**src/rtl/msk_rnd_prng.sv**
```systemverilog
// msk_rnd_prng: LFSR-based fresh-randomness source for HPC2 masked AND gadgets
module msk_rnd_prng #(
    parameter int d        = 2,
    parameter int NGADGETS = 4,
    parameter int WARMUP   = 64,
    localparam int hpc2rnd = d * (d - 1) / 2,
    localparam int RW      = NGADGETS * hpc2rnd,
    localparam int NLANES  = (RW + 31) / 32,
    localparam int NWORDS  = 2 * NLANES
) (
    input  logic          clk,
    input  logic          nrst,
    input  logic [31:0]   seed,
    input  logic          seed_valid,
    output logic          seed_ready,
    input  logic          reseed,
    output logic [RW-1:0] rnd,
    output logic          rnd_valid,
    input  logic          rnd_ready
);
    localparam int WCW = $clog2(NWORDS) + 1;
    localparam int WW  = $clog2(WARMUP + 2);

    typedef enum logic [1:0] {S_SEED, S_WARM, S_RUN} state_e;

    state_e         state_q;
    logic [WCW-1:0] wc_q;
    logic [WW-1:0]  wcnt_q;
    logic [63:0]    lane_q [NLANES];
    logic [63:0]    seed_d [NLANES];
    logic [63:0]    adv_d  [NLANES];
    logic           last_word;

    function automatic logic [63:0] advance(input logic [63:0] s);
        logic [63:0] r;
        r = s;
        for (int i = 0; i < 32; i++) r = {r[62:0], r[63] ^ r[62] ^ r[60] ^ r[59]};
        return r;
    endfunction

    assign seed_ready = state_q == S_SEED;
    assign rnd_valid  = state_q == S_RUN;
    assign last_word  = int'(wc_q) == NWORDS - 1;

    // Lane contents if the offered seed word is taken, and after one 32-step advance
    always_comb begin
        for (int k = 0; k < NLANES; k++) begin
            seed_d[k] = lane_q[k];
            if (int'(wc_q) == 2 * k) seed_d[k][63:32] = seed;
            if (int'(wc_q) == 2 * k + 1) seed_d[k][31:0] = seed;
            adv_d[k] = advance(lane_q[k]);
        end
    end

    // Low 32 bits of each lane form the output; forced to zero outside RUN so seed never leaks
    always_comb begin
        rnd = '0;
        for (int i = 0; i < RW; i++) rnd[i] = rnd_valid & lane_q[i / 32][i % 32];
    end

    // Seeding, warm-up and run control; reseed overrides any word or advance in the same cycle
    always_ff @(posedge clk or negedge nrst) begin
        if (!nrst) begin
            state_q <= S_SEED;
            wc_q    <= '0;
            wcnt_q  <= '0;
            for (int k = 0; k < NLANES; k++) lane_q[k] <= '0;
        end else if (reseed) begin
            state_q <= S_SEED;
            wc_q    <= '0;
        end else begin
            case (state_q)
                S_SEED: if (seed_valid) begin
                    if (last_word) begin
                        for (int k = 0; k < NLANES; k++) lane_q[k] <= (seed_d[k] == '0) ? 64'd1 : seed_d[k];
                        wc_q    <= '0;
                        wcnt_q  <= WW'(WARMUP);
                        state_q <= (WARMUP == 0) ? S_RUN : S_WARM;
                    end else begin
                        for (int k = 0; k < NLANES; k++) lane_q[k] <= seed_d[k];
                        wc_q <= wc_q + WCW'(1);
                    end
                end
                S_WARM: begin
                    for (int k = 0; k < NLANES; k++) lane_q[k] <= adv_d[k];
                    wcnt_q <= wcnt_q - WW'(1);
                    if (wcnt_q == WW'(1)) state_q <= S_RUN;
                end
                S_RUN: if (rnd_ready) for (int k = 0; k < NLANES; k++) lane_q[k] <= adv_d[k];
                default: state_q <= S_SEED;
            endcase
        end
    end
endmodule
```
**config.mk**
```make
export PLATFORM = sky130hd
export DESIGN_NAME = msk_rnd_prng
export DESIGN_NICKNAME = d
export VERILOG_FILES = /design/src/rtl/msk_rnd_prng.sv
export SDC_FILE = /design/constraint.sdc
export NUM_CORES = 1
export LEC_CHECK = 0
export CORE_MARGIN = 2
export CORE_UTILIZATION = 52
export DETAILED_ROUTE_END_ITERATION = 10
export HOLD_SLACK_MARGIN = 0.08
export PLACE_DENSITY = 0.76
export SLEW_MARGIN = 20
export SYNTH_ARGS = -nofsm -noshare
export SYNTH_HDL_FRONTEND = slang
export SYNTH_SLANG_ARGS = --single-unit
```
**constraint.sdc**
```tcl
create_clock -name clk -period 1.64 [get_ports clk]
set_input_delay 0.328 -clock clk [delete_from_list [all_inputs] [get_ports clk]]
set_output_delay 0.328 -clock clk [all_outputs]
set_load 0.02 [all_outputs]
```
==> summary.txt <==
number of antenna violations at the first check in global routing - 0
pre-CTS worst setup slack - -0.3425 ns
total power - 13,300 uW
vias per std cell - 6.546
number of global-route vias before repair - 4,732
total of max-cap violations - 0
highest-count cells in the layout ignoring fill and taps - sky130_fd_sc_hd__dfrtp_1, sky130_fd_sc_hd__buf_4, sky130_fd_sc_hd__xnor2_1
portion of the post-synthesis area used by sequential elements - 40.65%
number of nets with antenna violations after detailed routing - 0
Post-Syn Area - 4617 sq um
diodes inserted - 0
Post-Synthesis Mean Instance Area - 8.913 sq um
outcome - complete, but fails checks
fraction of registers with async set or reset after synthesis - 100.0%
final setup slack of the worst path - -0.2031 ns
flip-flop and latch count after synthesis - 75
total congestion overflow after global routing - 0
area growth from synthesis to layout - 37.59%
reg-to-reg slack, setup - -0.20 ns
reg-to-reg endpoint - lane_q[0]
critical path type - reg2reg
number of synthesized flops with an enable pin - 0
final hold viol count - 0
CTS tree - built
largest net degree at the start of global routing - 37
DIE HEIGHT - 98.23 um
Critical Path Fanout Max - 7
final net count - 667
initial cell density of the core - 53.20%
ratio of final minimum period to clock period - 112.4%
gate count after technology mapping - 518
routed wire length per instance - 21.77 um
final routed DRC violation total - 0
most used flip-flop cell after synthesis - sky130_fd_sc_hd__dfrtp_1
clock buffer count from CTS - 9
number of ports placed on the die boundary - 43
layout cell share with drive strength beyond 1 - 27.91%
RSZ-0062 raised after global routing - true
worst-margin pin slew - 0.5818 ns
cells on worst reg2reg path - 6
pwr/cell area - 2093 nW/um^2
Worst setup SP type - register
Post-Syn Nets - 562
maximum cell stage delay along the critical path - 0.43 ns
die footprint - 9648 sq um
CTS H-Tree Depth - 3
placeable core region - 8678 sq um
Data required, critical path - 1.92 ns
drt first-iter violations - 482
final-report setup violation count - 66
number of warning messages in the yosys log - 0
die boundary width - 98.23 um
first-pass GRT wire length - 24.37 mm
Min Hold Slack - 0.4100 ns
root buffer selected by CTS - sky130_fd_sc_hd__clkbuf_8
number of rows created at floorplan - 34
Final Skew - 0.01181 ns
data arrival time of the critical path - 2.12 ns
total detailed-routing wirelength - 16.00 mm
worst min path class - in2async
leakage power - 0.002609 uW
minimum clock period after layout - 1.843 ns
half-perimeter wire length of the detailed placement result - 9.853 mm
cell-by-cell listing of the critical path - buf_4 > nor3_1 > o21ai_0 > a22oi_1 > nand4_1 > o21ai_1
violated checks - setup timing
count of clock tree sinks - 75
Layout Utilization - 73.20%
synth unique cells - 44
Final Max Tran Viols - 0
input/output buffers - 42
relative slew slack - 60.86%
worst-case clock buffer depth - 2
insertion delay to the later sink of the worst-skew pair - 0.36 ns
FILL cells - 610
All-Layer GR Usage - 31.70%
CP Buf/Inv Count - 1
Routability Congestion - 0.9207
maximum vdd drop - 1.095 mV
via count of the routed design - 4,811
Max Fclk - 542.6 MHz
Crit-path slowest cell - sky130_fd_sc_hd__dfrtp_1
Worst setup EP type - register
leading cell type in the layout, fill and taps excluded - sky130_fd_sc_hd__dfrtp_1
DR pass1 iterations - 6
clock slew seen by the registers of the worst setup and hold paths - 0.08 ns
Worst path top cell family by delay - compound AO/OA/AOI/OAI gates
accumulated negative setup slack - -6.054 ns
R2R Path Start - wc_q[0]
-- per-layer routing --
layer | GRT usage, % | share of wire, % | up-vias
met5 | 0 | 0 | -
met4 | 15.07 | 4.4 | 0
met3 | 5.727 | 9.0 | 79
met2 | 52.42 | 48 | 315
met1 | 40.45 | 38 | 2347
li1 | - | - | 2070
-- registers in the layout, indices dropped and copies added (netlist names) --
name	cells
lane_q	64
wcnt_q	7
wc_q	2
state_q	2
-- cell usage after synthesis, types with 5 or more instances --
| cell type | instances | area share (%) |
|---|---|---|
| sky130_fd_sc_hd__dfrtp_1 | 75 | 41 |
| sky130_fd_sc_hd__xnor2_1 | 56 | 11 |
| sky130_fd_sc_hd__nand2_1 | 55 | 4.5 |
| sky130_fd_sc_hd__a22oi_1 | 47 | 7.6 |
| sky130_fd_sc_hd__o21ai_0 | 46 | 5.0 |
| sky130_fd_sc_hd__nor2_1 | 31 | 2.5 |
| sky130_fd_sc_hd__a21oi_1 | 27 | 2.9 |
| sky130_fd_sc_hd__nor4_1 | 21 | 2.8 |
| sky130_fd_sc_hd__clkbuf_1 | 19 | 1.5 |
| sky130_fd_sc_hd__nand3_1 | 18 | 2.0 |
| sky130_fd_sc_hd__o22a_1 | 18 | 3.4 |
| sky130_fd_sc_hd__xor2_1 | 14 | 2.7 |
| sky130_fd_sc_hd__buf_2 | 11 | 1.2 |
| sky130_fd_sc_hd__nor3_1 | 11 | 1.2 |
| sky130_fd_sc_hd__o21ai_1 | 10 | 1.1 |
| sky130_fd_sc_hd__ha_1 | 7 | 1.9 |
| sky130_fd_sc_hd__inv_1 | 7 | 0.57 |
| sky130_fd_sc_hd__nand4_1 | 5 | 0.68 |
-- how the worst max path moves through the flow --
stage,depth (start not counted),slack [ns],endpoint,from
after detailed placement,5,-0.34,lane_q[30],state_q[1]
after floorplan,9,-0.02,lane_q[20],state_q[0]
final,6,-0.20,lane_q[0],wc_q[0]
after CTS,4,-0.07,rnd[0],state_q[1]
after global routing,6,-0.26,lane_q[0],wc_q[0]
after global placement,5,-0.29,lane_q[18],state_q[1]
-- repair_timing --
item / in CTS / in global routing
hold buffers: 1 / 0
gates resized for setup: 63 / 71
pin swaps: 6 / 11
gates cloned: 1 / 3
setup buffers: 13 / 7
endpoints found under the hold margin: 22 / 0
endpoints found under the setup margin: 76 / 79
-- layout make-up --
cell class                 count  area (sq um)  share of cell area (%)
timing repair buffer         131          1308                   20.58
multi-input combinational    398          2781                   43.79
tap                          108         135.1                   2.127
sequential                    75          1878                   29.56
clock buffer                  10         137.6                   2.167
clock inverter                 5         77.57                   1.221
inverter                       8         35.03                  0.5515
-- metrics by stage --
stage | area, sq um | instances
3_5_place_dp | 5570 | 696
6_report | 6352 | 735
2_1_floorplan | 4701 | 518
5_1_grt | 6352 | 735
4_1_cts | 6041 | 726
3_3_place_gp | 5570 | 696
-- power breakdown --
part,internal (uW),switching (uW),total (uW),leakage [uW]
Sequential,2690,1240,3930,0.000916
Combinational,3750,3990,7750,0.00159
Clock,885,738,1620,0.000108
Total,7320,5970,13300,0.00261
-- logic make-up after synthesis --
family | count (synthesis) | share of synthesized area (%)
buffers and inverters | 45 | 4.688
muxes | 2 | 0.4336
DFF | 75 | 40.65
xor gates and xnor gates | 70 | 13.28
and+or+nand+nor | 162 | 16.86
AOI/OAI and AO/OA | 157 | 22.20
adders and majority gates | 7 | 1.897
(Power assumes the default switching activity.)
